===== config.mk =====
export PLATFORM = sky130hd
export DESIGN_NAME = uart_tx_cfg
export DESIGN_NICKNAME = d
export VERILOG_FILES = /design/src/rtl/uart_pkg.sv /design/src/rtl/uart_baud_gen.sv /design/src/rtl/uart_tx_cfg.sv
export SDC_FILE = /design/constraint.sdc
export NUM_CORES = 1
export LEC_CHECK = 0
export CORE_UTILIZATION = 52
export DETAILED_ROUTE_END_ITERATION = 6
export PLACE_DENSITY = 0.75
export SKIP_LAST_GASP = 1
export SYNTH_ARGS = -nofsm -noshare
export SYNTH_HDL_FRONTEND = slang
export SYNTH_SLANG_ARGS = --single-unit

===== constraint.sdc =====
create_clock -name clk -period 2.8 [get_ports clk]
set_clock_uncertainty 0.1 [all_clocks]
set_input_delay 0.42 -clock clk [delete_from_list [all_inputs] [get_ports clk]]
set_output_delay 0.42 -clock clk [all_outputs]
set_load 0.01 [all_outputs]

===== src/rtl/uart_pkg.sv =====
// Shared UART types: parity selection and transmitter state encoding.
// Also holds the parity helpers used by the transmitter.
package uart_pkg;

   typedef enum logic [1:0] {
      PAR_NONE = 2'b00,
      PAR_EVEN = 2'b01,
      PAR_ODD  = 2'b10
   } parity_t;

   typedef enum logic [2:0] {
      ST_IDLE   = 3'd0,
      ST_START  = 3'd1,
      ST_DATA   = 3'd2,
      ST_PARITY = 3'd3,
      ST_STOP   = 3'd4
   } tx_state_t;

   // Mode 2'b11 carries no parity bit, the same as PAR_NONE.
   function automatic logic parity_on(input logic [1:0] mode);
      return (mode == PAR_EVEN) || (mode == PAR_ODD);
   endfunction

   function automatic logic parity_bit(input logic data_xor, input logic [1:0] mode);
      return data_xor ^ (mode == PAR_ODD);
   endfunction

endpackage


===== src/rtl/uart_baud_gen.sv =====
// Baud tick generator: one-clk tick every divisor+1 clks, restartable via clear.
// Shared by the UART transmitter and receiver.
module uart_baud_gen #(
   parameter int DIV_W = 16
) (
   input  logic             clk,
   input  logic             reset,
   input  logic             clear,
   input  logic [DIV_W-1:0] divisor,
   output logic             tick
);

   logic [DIV_W-1:0] cnt;

   assign tick = (cnt == divisor);

   always_ff @(posedge clk or posedge reset) begin
      if (reset)
         cnt <= '0;
      else if (clear || tick)
         cnt <= '0;
      else
         cnt <= cnt + 1'b1;
   end

endmodule


===== src/rtl/uart_tx_cfg.sv =====
// Configurable UART transmitter: per-frame latched divisor, parity and stop count.
// Each bit lasts OVS baud ticks; tx is registered and idles high.
module uart_tx_cfg
   import uart_pkg::*;
#(
   parameter int DBIT  = 8,
   parameter int OVS   = 16,
   parameter int DIV_W = 16
) (
   input  logic             clk,
   input  logic             reset,
   input  logic [DIV_W-1:0] divisor,
   input  logic [1:0]       parity_mode,
   input  logic             stop2,
   input  logic             tx_valid,
   input  logic [DBIT-1:0]  tx_data,
   output logic             tx_ready,
   output logic             tx_busy,
   output logic             tx_done,
   output logic             tx
);

   localparam int TW = (OVS > 1) ? $clog2(OVS) : 1;
   localparam int BW = (DBIT > 1) ? $clog2(DBIT) : 1;
   localparam logic [TW-1:0] T_LAST = TW'(OVS - 1);
   localparam logic [BW-1:0] B_LAST = BW'(DBIT - 1);

   tx_state_t        state;
   logic [DBIT-1:0]  shreg;
   logic [DIV_W-1:0] div_q;
   logic             par_en_q;
   logic             par_q;
   logic             stop2_q;
   logic [TW-1:0]    tcnt;
   logic [BW-1:0]    bcnt;
   logic             sidx;
   logic             tick;
   logic             accept;
   logic             bit_end;

   assign tx_ready = (state == ST_IDLE);
   assign tx_busy  = !tx_ready;
   assign accept   = tx_ready && tx_valid;
   assign bit_end  = tick && (tcnt == T_LAST);
   assign tx_done  = (state == ST_STOP) && bit_end && (sidx == stop2_q);

   uart_baud_gen #(
      .DIV_W(DIV_W)
   ) u_baud (
      .clk     (clk),
      .reset   (reset),
      .clear   (accept),
      .divisor (div_q),
      .tick    (tick)
   );

   always_ff @(posedge clk or posedge reset) begin
      if (reset) begin
         state    <= ST_IDLE;
         tx       <= 1'b1;
         shreg    <= '0;
         div_q    <= '0;
         par_en_q <= 1'b0;
         par_q    <= 1'b0;
         stop2_q  <= 1'b0;
         tcnt     <= '0;
         bcnt     <= '0;
         sidx     <= 1'b0;
      end else begin
         if (state == ST_IDLE) begin
            tcnt <= '0;
            if (tx_valid) begin
               // Parity is resolved at accept so later mode changes cannot leak in.
               shreg    <= tx_data;
               div_q    <= divisor;
               par_en_q <= parity_on(parity_mode);
               par_q    <= parity_bit(^tx_data, parity_mode);
               stop2_q  <= stop2;
               state    <= ST_START;
               tx       <= 1'b0;
            end
         end else if (tick) begin
            tcnt <= bit_end ? '0 : tcnt + 1'b1;
         end

         if (bit_end) begin
            case (state)
               ST_START: begin
                  state <= ST_DATA;
                  tx    <= shreg[0];
                  bcnt  <= '0;
               end
               ST_DATA: begin
                  if (bcnt == B_LAST) begin
                     sidx <= 1'b0;
                     if (par_en_q) begin
                        state <= ST_PARITY;
                        tx    <= par_q;
                     end else begin
                        state <= ST_STOP;
                        tx    <= 1'b1;
                     end
                  end else begin
                     bcnt  <= bcnt + 1'b1;
                     shreg <= shreg >> 1;
                     tx    <= shreg[1];
                  end
               end
               ST_PARITY: begin
                  state <= ST_STOP;
                  tx    <= 1'b1;
                  sidx  <= 1'b0;
               end
               ST_STOP: begin
                  if (sidx == stop2_q)
                     state <= ST_IDLE;
                  else
                     sidx <= 1'b1;
               end
               default: ;
            endcase
         end
      end
   end

endmodule


==> results.md, run 1 <==
Synthesis:
- After synthesis the netlist holds a flip-flop and latch count of 55.
- Sorting the synthesized cells by area gives the leading types as sky130_fd_sc_hd__dfrtp_1, sky130_fd_sc_hd__nand2_1, sky130_fd_sc_hd__xor2_1.
- The simple-gate share of the synthesized area is between 20% and 30%.
- The multiplexer area fraction after synthesis is 3.53%.
- The adder-cell area share of the yosys netlist is 2.52%.
- Synthesis handed over a netlist of 316 instances.
- The synthesized netlist occupies a cell area of 2970 um2.
- When the netlist entered floorplanning its net count stood at roughly 350.
- For this run, the register share of the synthesized area comes to 46.3%.
- After Yosys synthesis, XOR and XNOR cells account for a little under an eighth of the synthesized area.
- The average footprint of a synthesized cell is about 9.4 um2.
- Summing the areas of all compound-gate instances in the mapped netlist gives 7.03% of the synthesized area.
- The number of different library cells used by synthesis comes to between 40 and 50.
- The largest total area in the synthesized netlist belongs to sky130_fd_sc_hd__dfrtp_1.
- The area share of the largest cell type after synthesis is about 45%.
- During synthesis, Yosys emitted a total of 0 warnings.
- After synthesis, the largest family of logic cells by area is simple AND/OR/NAND/NOR gates.

Clock network:
- Clock-pin slew was measured on the worst setup and hold paths at around 0.090 ns.
- The worst-case clock buffer depth is 2.
- The post-CTS resize count is 4.
- The H-tree was split into 2 levels.
- The post-CTS setup buffer count is 0.
- The number of CTS-inserted buffers is 5.
- The hold buffer count at cts is 0.
- The cell sitting at the root of the clock tree is a sky130_fd_sc_hd__clkbuf_8.
- The clock sink count is 55.
- Clock latency on the worst-skew pair, taken at its later pin, is 0.30 ns.
- The CTS tree is yes.

Power and ir drop:
- Of the total power, registers draw 60.4%.
- The leakage component of the power is ~1.7 nW.
- After layout, the design draws a total of 1.31 mW.
- Per report_power, the combinational group accounts for 6.6% of the total.
- Per report_power, the clock group accounts for 33.1% of the total.
- Across the VDD grid, the largest voltage drop is 0.243 mV.
- The internal power is ~1.0 mW.
- For this design the ratio of total power to cell area is 377 nW/um2.
- The analysis attributes to net switching a power of 0.274 mW.
- The switching power share of the total is a little over a fifth.

Job:
- Max-cap violations in this run came to 0.

Global routing:
- Summed over all layers, the global routing overflow is 0.
- The number of global-route vias before repair came to roughly 2,200.
- The fraction of met2 tracks used by global routing is 35.7%.
- The initial antenna violation count is 0.
- In this run the most used layer during global routing was met2.
- The maximum number of pins on one net before global-route repair is 33.
- The global-route wire length before repair is 10,300 um.
- The global router's overall resource usage is a little over a fifth.
- In the global route stage, met1 resource usage came out at about 29%.
- The met3 routing resource usage after global routing is 2.82%.

STA:
- After layout, the minimum clock period comes to ~2.7 ns.
- The final worst setup slack is 0.134 ns.
- The setup-violating endpoint count in the final report is 0.
- Dividing the final minimum period by the clock period gives between 90% and 100%.
- The worst hold slack is 0.375 ns.
- In this run the tightest slew margin relative to its limit is between 60% and 70%.
- For this run, the top clock speed supported by timing is ~380 MHz.
- At the pin with the least slew margin, the transition time is roughly 0.57 ns.
- The number of hold violations in the final report is 0.
- The max-slew violation count is 0.
- Setup repair after global routing left no endpoint under its margin.
- Adding up every negative setup slack in the final design gives 0 ns.

Critical path:
- STA classifies the critical path startpoint as a flip-flop.
- The biggest fanout along the worst timing path is 6.
- The worst setup path is of the reg -> out kind.
- STA puts the critical path data required time at between 2 and 2.5 ns.
- Counting cells, the worst reg-to-reg path comes to 6.
- For this design, the slowest cell found on the critical path is sky130_fd_sc_hd__dfrtp_1.
- On the worst path, the slowest cell contributes a delay of about 0.46 ns.
- STA classifies the critical path endpoint as an output port.
- Data on the critical path arrives at its endpoint at 2.15 ns.
- The signal on the critical path passes through xor2_1 > nor4_2 > and4_4 > nand2_4 > nor3_1 > dlygate4sd2_1.

Final layout:
- For this run, the number of standard cells in the final layout without fillers is 424.
- The utilization after layout is a little under two thirds.
- The number of fill cells in the layout is 444.
- The signed area change from the synthesized netlist to the final layout is 17.4%.
- Summing all flip-flop and latch instances after layout gives around 1400 um2.
- The post-route netlist has a little under an eighth of its cells at a drive strength greater than 1.
- Once layout is done, the placed cells without fillers occupy 3490 um2.
- For this run, the post-layout net count is 388.
- Summing all multi-input logic gate instances after layout gives around 1500 um2.
- The repair_antennas step left the layout with diodes totalling 0.

Die:
- The floorplan step set the die height to between 70 and 80 um.
- For this configuration, the core starts out at a cell density of a little over half.
- The die is ~78 um wide.
- During I/O placement, the number of pins put on the boundary was 34.
- The floorplan step defined a die boundary enclosing between 6000 and 7000 um2.
- The total number of placement rows is 27.
- The region available for standard cell placement spans around 5500 um2.

Placed design:
- The estimated wirelength of the detail-placed design is around 4300 um.
- The instance area after placement is 3390 um2.
- The cell count after placement is between 400 and 500.
- In this run the tool buffered the top-level ports with 33 buffer cells.
- Before CTS, the worst setup slack after placement is ~0.054 ns.
- Routability-driven placement finished with a final weighted congestion of about 0.89.

Detailed routing:
- Before antenna repair, the detailed router went through 5 iterations.
- The starting DRC count in detailed routing is roughly 150.
- The post-detailed-route DRC marker count is 0.
- The count of nets left with antenna violations once routing finished came out at 0.
- In the routed layout, each cell is associated on average with a via count of roughly 5.3.
- The routed wirelength normalized by instance count is 14.0 um.
- The count of vias placed by the detailed router is roughly 2,300.
- The final layout contains routed wiring with a total length of roughly 6000 um.

Hold path:
- The tightest min-delay check is of the in -> async type.

Run status:
- The run finished with clean final reports.
==> placed cells by master (no fill, tap or decap), types with 2 or more instances in the layout <==
| cell | instances |
|---|---|
| sky130_fd_sc_hd__o41ai_2 | 2 |
| sky130_fd_sc_hd__nor3_1 | 7 |
| sky130_fd_sc_hd__mux2_4 | 7 |
| sky130_fd_sc_hd__a21oi_1 | 8 |
| sky130_fd_sc_hd__buf_4 | 9 |
| sky130_fd_sc_hd__nand3_1 | 7 |
| sky130_fd_sc_hd__o21ai_0 | 10 |
| sky130_fd_sc_hd__inv_1 | 10 |
| sky130_fd_sc_hd__o311ai_1 | 2 |
| sky130_fd_sc_hd__ha_1 | 6 |
| sky130_fd_sc_hd__clkbuf_8 | 6 |
| sky130_fd_sc_hd__nor4_2 | 4 |
| sky130_fd_sc_hd__xnor2_1 | 15 |
| sky130_fd_sc_hd__xor2_1 | 24 |
| sky130_fd_sc_hd__and2_1 | 2 |
| sky130_fd_sc_hd__and3_2 | 3 |
| sky130_fd_sc_hd__nor2_1 | 21 |
| sky130_fd_sc_hd__nand4_1 | 3 |
| sky130_fd_sc_hd__nand2_1 | 87 |
| sky130_fd_sc_hd__dfrtp_1 | 54 |
| sky130_fd_sc_hd__nor4_1 | 3 |
| sky130_fd_sc_hd__or3_1 | 3 |
| sky130_fd_sc_hd__and3_1 | 4 |
| sky130_fd_sc_hd__a31oi_1 | 3 |
| sky130_fd_sc_hd__clkdlybuf4s50_1 | 32 |
==> final timing paths <==
kind                                from       endpoint  slack [ns]
hold reg to reg                    par_q          par_q        0.38
setup reg to reg           u_baud.cnt[7]       shreg[6]        0.62
max in group asynchronous          reset             tx        1.62
setup / recovery           u_baud.cnt[7]        tx_done        0.13
hold / removal                     reset  u_baud.cnt[6]        0.37
min in group clk                   par_q          par_q        0.38
==> flip-flops by register name (all words and copies together) (netlist names) <==
signal      count
shreg           8
u_baud.cnt     16
par_q           1
state           3
stop2_q         1
par_en_q        1
tx              1
sidx            1
div_q          16
bcnt            3
tcnt            4
==> cell usage after synthesis, drive strengths merged <==
cell type and n:
nand2 88, dfrtp 54, xor2 24, nor2 21
xnor2 15, inv 11, o21ai 10, a21oi 8
buf 8, nand3 8, nor3 8, and3 7
mux2 7, nor4 7, clkbuf 6, ha 6
a31oi 3, nand4 3, o41ai 3, or3 3
and2 2, and4 2, nor4b 2, o311ai 2
a21boi 1, a221oi 1, dfstp 1, nand3b 1
o21bai 1, o31ai 1, o32a 1, or2 1
==> kinds of logic after synthesis <==
| logic type | after synthesis |
|---|---|
| buffers and inverters | 25 |
| AO/OA/AOI/OAI | 31 |
| XOR/XNOR | 39 |
| flip-flops | 55 |
| multiplexers | 7 |
| AND/OR/NAND/NOR | 153 |
| adder cells (fa/ha/maj) | 6 |
==> final cells by class <==
cell class              instances  share of cell area (%)
multi-input cells             236                    42.4
flip-flops and latches         55                    39.4
inverters                      11                    1.18
clock inverters                 1                   0.143
clock buffers                   6                    2.36
repair buffers                 43                    11.9
well taps                      72                    2.58
==> power by group through the flow <==
stage	Clock (mW)	Sequential, mW	Combinational, mW
6_report	0.435	0.794	0.0864
5_1_grt	0.475	0.794	0.0959
4_1_cts	0.446	0.794	0.0884
3_5_place_dp	0	0.809	0.0883
3_3_place_gp	0	0.809	0.0865
2_1_floorplan	0	0.809	0.0334
==> critical path, delay by kind of cell (launching register included) <==
kind	cells	cell delay, ns
and+or+nand+nor	4	0.88
buffers and inverters	1	0.30
DFF	1	0.46
xor gates and xnor gates	1	0.20
==> per-layer routing <==
layer,vias to the layer above,wire [um]
li1,1120,-
met1,1076,2720
met2,49,2950
met3,6,177
met4,0,76
met5,-,0
Power figures use the tool's default switching activity.
==> run 2, diff against run 1 <==
- REMOVE_ABC_BUFFERS: not set -> 1
==> run 2 against run 1 <==
Compared with the run above:
- die area did not move
- critical path depth did not move
- fmax rose by 1.9%
- setup slack improved by 0.050 ns
- first-iteration DRC count fell by 12%
- via count fell by 0.93%
- combinational power barely moved
- register-to-register slack barely moved
- flip-flop and latch count did not move
- global-route usage fell by 0.089 points
- design area rose by 0.82%
- critical path type unchanged
==> results.md, run 2 (synthesized netlist as in run 1, its figures left out) <==
Detailed routing:
- The met3 wire length is 181 um (+2.3%).
- The routed wirelength normalized by instance count is 13.5 um (-3.5%).
- The remaining antenna violation count is 0 (unchanged).
- The highest metal layer used by the detailed router is met4.
- The length of routed met2 wiring is 2720 um (-7.7%).
- The via count normalized by instance count is 5.26 (-0.93%).
- The final routed wirelength across all metal layers is 5720 um (-3.5%).
- The total iterations of the first detailed-routing run is 4 (-1).
- The count of vias placed by the detailed router was 2,230 (-0.93%).
- The met1 wire length came to 2770 um (+1.7%).
- The starting DRC count in detailed routing is 133 (-12%).
- The post-detailed-route DRC marker count came to 0 (unchanged).

Die:
- The I/O pin count is 34 (unchanged).
- The starting utilization of the core area was 54.0% (unchanged).
- The die area is 6030 um2 (unchanged).
- The width of the die is 77.6 um (unchanged).
- The total number of placement rows is 27 (unchanged).
- The placeable core area came to 5510 um2 (unchanged).
- The die outline height came to 77.6 um (unchanged).

STA:
- The max-slew violation count is 0 (unchanged).
- The number of hold violations in the final report is 0 (unchanged).
- Setup repair after global routing left no endpoint under its margin.
- The setup-violating endpoint count in the final report is 0 (unchanged).
- The peak clock frequency supported by timing is 382 MHz (+1.9%).
- The share of the clock period used by the worst path is 93.4% (-1.8 points).
- The relative max-transition margin is 62.8% (+1.2 points).
- The actual slew at the worst max-slew pin is 0.557 ns (-0.0175 ns).
- The total negative slack for setup checks is 0 ns (unchanged).
- The final critical delay including setup and external delays is 2.62 ns (-0.0503 ns).

Clock network:
- The number of H-tree levels is 2 (unchanged).
- The worst-case clock buffer depth was 2 (unchanged).
- The post-CTS resize count is 2 (-2).
- The post-CTS setup buffer count is 0 (unchanged).
- The hold buffer count at cts came to 0 (unchanged).
- The clock sink count is 55 (unchanged).
- The number of CTS-inserted buffers came to 5 (unchanged).
- The CTS tree is yes.
- Clock tree synthesis selected as its root buffer the cell sky130_fd_sc_hd__clkbuf_8.
- The clock input transition at the sequential cells of the worst setup and hold paths came to 0.10 ns (about the same).
- The clock insertion delay at the later pin of the skew report came to 0.30 ns (about the same).

Run status:
- The flow ran to the end, and the final reports show no timing, DRC or antenna violations.

Final layout:
- The fraction of layout cells with a size suffix above 1 is 11.1% (-0.85 points).
- In the layout the commonest cells are sky130_fd_sc_hd__nand2_1, sky130_fd_sc_hd__dfrtp_1, sky130_fd_sc_hd__clkdlybuf4s50_1.
- The antenna cell count is 0 (unchanged).
- The area of all placed cells without fillers is 3520 um2 (+0.82%).
- The largest registers in the layout are div_q x16, u_baud.cnt x16, shreg x8.
- The number of nets in the final layout is 387 (-0.26%).
- Leaving out fill and tap cells, the most frequent cell in the layout is sky130_fd_sc_hd__nand2_1.
- Compared with the post-synthesis result, the final layout area differs by 18.4%.

Global routing:
- The number of global-route vias before repair is 2,234 (+0.86%).
- The global-route wire length before repair is 10,200 um (-0.27%).
- The global router's overall resource usage was 21.6% (-0.089 points).
- The initial antenna violation count came to 0 (unchanged).
- The maximum number of pins on one net before global-route repair is 32 (-3.0%).
- The total global routing overflow came to 0 (unchanged).

Critical path:
- The biggest fanout along the worst timing path is 6 (unchanged).
- The length in cells of the worst reg-to-reg path is 6 (unchanged).
- The startpoint kind of the worst setup timing path is a flip-flop.
- The critical register-to-register path endpoint is shreg[5].
- The flop-to-flop setup slack is 0.63 ns (about the same).
- The signal arrival time at the worst endpoint was 2.10 ns (-0.05 ns).
- The endpoint class of the critical path is an output port.
- The worst register-to-register path begins at u_baud.cnt[3].
- The destination of the critical timing path is tx_done.
- The required time of the critical path was 2.28 ns (about the same).
- In this run the worst setup path begins at u_baud.cnt[3].
- The critical path in this run is classified as reg -> out.

Power and ir drop:
- The worst voltage drop across the vdd grid was 0.334 mV (+37%).
- The leakage component of the power is 1.73 nW (+0.50%).
- The power per cell area is 422 nW/um2 (+12%).

Placed design:
- The quantity of I/O buffers inserted on ports is 33 (unchanged).
- The estimated wirelength of the detail-placed design is 4140 um (-4.5%).
- The routability-driven placement congestion ratio came to 0.814 (-8.3%).
- The instance area after placement came to 3380 um2 (-0.22%).

Hold path:
- The path class of the tightest hold or removal check is in -> async.

Job:
- The number of violations of the max-capacitance limit was 0 (unchanged).
==> run 2: changes by cell type in the layout (fill, tap and decap cells not counted) <==
cell	delta
sky130_fd_sc_hd__clkbuf_1	+1
sky130_fd_sc_hd__and4_4	-1
sky130_fd_sc_hd__buf_4	-1
sky130_fd_sc_hd__bufinv_16	+2
sky130_fd_sc_hd__clkinv_2	-1
sky130_fd_sc_hd__nor4_2	-1
sky130_fd_sc_hd__nor4_1	+1
sky130_fd_sc_hd__clkbuf_8	-1
sky130_fd_sc_hd__and4_1	+1
==> run 2: per-stage QoR <==
| step | util (%) | hold slack [ns] | total power, mW | setup slack, ns | std cells |
|---|---|---|---|---|---|
| final | 63.9 | 0.374 | 1.48 | 0.184 | 424 |
| after global routing | 63.9 | 0.423 | 1.54 | 0.0226 | 424 |
| after CTS | 63.9 | 0.388 | 1.50 | 0.165 | 424 |
| after detailed placement | 61.4 | 0.364 | 0.898 | 0.173 | 416 |
| after global placement | 61.4 | 0.362 | 0.896 | 0.212 | 416 |
| after floorplan | - | 0.341 | 0.843 | 0.547 | 302 |
==> run 2: how the worst min path moves through the flow <==
stage | from | endpoint | slack, ns | depth (start not counted)
floorplan | par_q | par_q | 0.34 | 2
global placement | par_q | par_q | 0.36 | 2
detailed placement | par_q | par_q | 0.36 | 2
CTS | par_q | par_q | 0.39 | 2
global route | reset | div_q[7] | 0.42 | 2
finish | reset | div_q[7] | 0.37 | 2
==> run 2: cell type report <==
class	count	area (um2)
fillers	470	1990
flip-flops and latches	55	1380
well taps	72	90.1
repair buffers	42	409
inverters	11	41.3
multi-input cells	236	1470
clock inverters	2	60.1
clock buffers	6	72.6
==> run 2: worst max-delay path, cell delays in order (launching register included) <==
cell and delay [ns]:
sky130_fd_sc_hd__dfrtp_1 0.45, sky130_fd_sc_hd__xor2_1 0.19, sky130_fd_sc_hd__nor4_2 0.30, sky130_fd_sc_hd__and4_1 0.31
sky130_fd_sc_hd__nand2_4 0.08, sky130_fd_sc_hd__nor3_1 0.17, sky130_fd_sc_hd__dlygate4sd2_1 0.28
==> run 2: per-layer routing <==
metal / vias to the layer above / global-route usage, %
li1: 1119 / -
met1: 1069 / 29.8
met2: 38 / 34.5
met3: 4 / 4.00
met4: 0 / 6.23
met5: - / 0
==> run 2: report_power, final <==
group / leakage (nW) / internal [mW] / total [mW] / switching, mW
combinational: 0.918 / 0.0527 / 0.0866 / 0.0339
clock: 0.0654 / 0.357 / 0.604 / 0.247
sequential: 0.745 / 0.794 / 0.794 / 0
total: 1.73 / 1.20 / 1.48 / 0.281
==> run 3, diff against run 2 <==
- DONT_BUFFER_PORTS: not set -> 1
- PLACE_DENSITY: 0.75 -> 0.67
==> run 3 against run 2 <==
Compared with the run above:
- wire length is 3.0% lower
- final cell count is 8.3% lower
- count of clock-buffer cells in the layout is 1 lower
- die area stayed put
- utilization is 7.4 points lower
- global-route usage is 0.68 points lower
- worst hold slack worse by 0.30 ns
- sequential power hardly changed
- critical path depth is 1 lower
- flip-flop and latch count stayed put
- critical path type unchanged
- largest power group unchanged
- highest routed layer unchanged
==> results.md, run 3 (synthesized netlist as in run 1, its figures left out) <==
Detailed routing:
- The post-detailed-route DRC marker count was 0 (unchanged).
- The final routed wirelength across all metal layers was 5550 um (-3.0%).
- The via count normalized by instance count is 5.38 (+2.2%).
- The total iterations of the first detailed-routing run is 4 (unchanged).
- The routed wirelength normalized by instance count is 14.3 um (+5.7%).
- The remaining antenna violation count was 0 (unchanged).
- The starting DRC count in detailed routing is 131 (-1.5%).
- The count of vias placed by the detailed router is 2,091 (-6.2%).

Global routing:
- The initial antenna violation count was 0 (unchanged).
- The global-route wire length before repair came to 9780 um (-4.4%).
- The total global routing overflow is 0 (unchanged).
- The global-route met1 utilization is 28.9% (-0.95 points).
- The global router's overall resource usage is 20.9% (-0.68 points).
- The maximum number of pins on one net before global-route repair is 56 (+75%).
- The number of global-route vias before repair was 2,059 (-7.8%).
- The busiest metal layer after global routing is met2.
- The fraction of met2 tracks used by global routing is 32.7% (-1.9 points).
- The met3 routing resource usage after global routing was 4.71% (+0.71 points).

Clock network:
- The number of CTS-inserted buffers came to 5 (unchanged).
- The post-CTS resize count is 0 (-2).
- The root cell of the clock tree is sky130_fd_sc_hd__clkbuf_8.
- The clock sink count is 55 (unchanged).
- The clock input transition at the sequential cells of the worst setup and hold paths was 0.10 ns (about the same).
- The number of H-tree levels came to 2 (unchanged).
- The clock insertion delay at the later pin of the skew report came to 0.31 ns (about the same).
- The worst-case clock buffer depth is 2 (unchanged).
- The CTS tree is yes.
- The post-CTS setup buffer count is 0 (unchanged).
- The hold buffer count at cts is 0 (unchanged).

Power and ir drop:
- The clock group share of total power is 34.9% (-5.8 points).
- The leakage component of the power is 1.56 nW (-9.5%).
- The sequential share of power came to 62.1% (+8.6 points).
- The switching power share of the total is 22.9% (+3.9 points).
- The worst voltage drop across the vdd grid is 0.268 mV (-20%).
- The power per cell area is 411 nW/um2 (-2.6%).
- The net switching power is 0.293 mW (+4.1%).
- The internal power is 0.986 mW (-18%).
- The relative contribution of combinational cells to total power is 3.1% (-2.7 points).

Job:
- The number of violations of the max-capacitance limit is 0 (unchanged).

STA:
- The share of the clock period used by the worst path is 91.8% (-1.6 points).
- The number of hold violations in the final report came to 0 (unchanged).
- The setup-violating endpoint count in the final report is 0 (unchanged).
- The relative max-transition margin was 54.9% (-7.9 points).
- The final critical delay including setup and external delays is 2.57 ns (-0.0448 ns).
- The peak clock frequency supported by timing came to 389 MHz (+1.7%).
- The worst hold slack is 0.0729 ns (-0.301 ns).
- Setup repair after global routing left no endpoint under its margin.
- The total negative slack for setup checks is 0 ns (unchanged).
- The actual slew at the worst max-slew pin came to 0.676 ns (+0.119 ns).
- The max-slew violation count is 0 (unchanged).

Placed design:
- The routability-driven placement congestion ratio is 0.784 (-3.7%).
- The quantity of I/O buffers inserted on ports is 0 (-100%).
- The estimated wirelength of the detail-placed design is 3910 um (-5.5%).
- The cell count after placement is 381 (-8.4%).

Final layout:
- The signed area change from the synthesized netlist to the final layout is 4.67%.
- The number of nets in the final layout is 352 (-9.0%).
- In the layout the commonest cells are sky130_fd_sc_hd__nand2_1, sky130_fd_sc_hd__dfrtp_1, sky130_fd_sc_hd__xor2_1.
- The final standard cell count with taps included and fillers excluded is 389 (-8.3%).
- Leaving out fill and tap cells, the most frequent cell in the layout is sky130_fd_sc_hd__nand2_1.
- In the final layout, the registers with the most flip-flops are div_q x16, u_baud.cnt x16, shreg x8.
- The antenna cell count was 0 (unchanged).
- The fraction of layout cells with a size suffix above 1 is 11.7% (+0.59 points).

Die:
- The die area is 6030 um2 (unchanged).
- The width of the die is 77.6 um (unchanged).
- The placeable core area is 5510 um2 (unchanged).
- The starting utilization of the core area is 54.0% (unchanged).
- The total number of placement rows came to 27 (unchanged).
- The I/O pin count is 34 (unchanged).
- The die outline height came to 77.6 um (unchanged).

Critical path:
- The endpoint class of the critical path is an output port.
- The signal arrival time at the worst endpoint is 2.05 ns (-0.05 ns).
- The startpoint kind of the worst setup timing path is a flip-flop.
- The biggest fanout along the worst timing path is 5 (-1).
- The kind of critical path is reg -> out.
- The required time of the critical path is 2.28 ns (about the same).

Run status:
- The run finished with clean final reports.

Hold path:
- The path category of the worst min-delay check is in -> async.
-- run 3: through the flow --
step                setup WS (ns)  util, %  instance area (um2)  power (mW)
floorplan                   0.547        -                 2880       0.843
global placement            0.584     54.9                 3030       0.851
detailed placement          0.556     54.9                 3030       0.850
CTS                         0.201     56.5                 3110        1.29
global route               0.0873     56.5                 3110        1.32
finish                      0.229     56.5                 3110        1.28
-- run 3: area by class of cell --
type	count	area (um2)
flip-flops and latches	55	1380
multi-input cells	236	1460
clock inverters	3	18.8
inverters	11	41.3
well taps	72	90.1
fillers	532	2390
repair buffers	7	52.6
clock buffers	5	68.8
-- run 3: path summary, 6_finish.rpt --
path / from / endpoint / slack, ns / cells after the start
min: reset / div_q[4] / 0.07 / 2
max: u_baud.cnt[8] / tx_done / 0.23 / 5
min reg2reg: par_q / par_q / 0.38 / 2
max in group asynchronous: reset / u_baud.cnt[1] / 2.09 / 2
max reg2reg: u_baud.cnt[8] / shreg[6] / 0.58 / 6
min in group clk: divisor[4] / div_q[4] / 0.11 / 2
-- run 3: critical path, stage by stage (launching register included) --
cell                      delay (ns)
sky130_fd_sc_hd__dfrtp_1        0.44
sky130_fd_sc_hd__xor2_1         0.18
sky130_fd_sc_hd__nor4_1         0.36
sky130_fd_sc_hd__and4_1         0.32
sky130_fd_sc_hd__nand2_4        0.09
sky130_fd_sc_hd__nor3_1         0.35
-- run 3: layer usage --
metal | up-vias | routed length (um)
met1 | 1005 | 2780
met3 | 5 | 242
li1 | 1043 | -
met5 | - | 0
met4 | 0 | 62
met2 | 38 | 2460
-- run 3: power by group through the flow --
stage               combinational (mW)  clock [mW]  sequential (mW)
global placement                0.0413           0            0.809
CTS                             0.0415       0.454            0.794
floorplan                       0.0334           0            0.809
finish                          0.0394       0.446            0.794
global route                    0.0461       0.485            0.794
detailed placement              0.0410           0            0.809
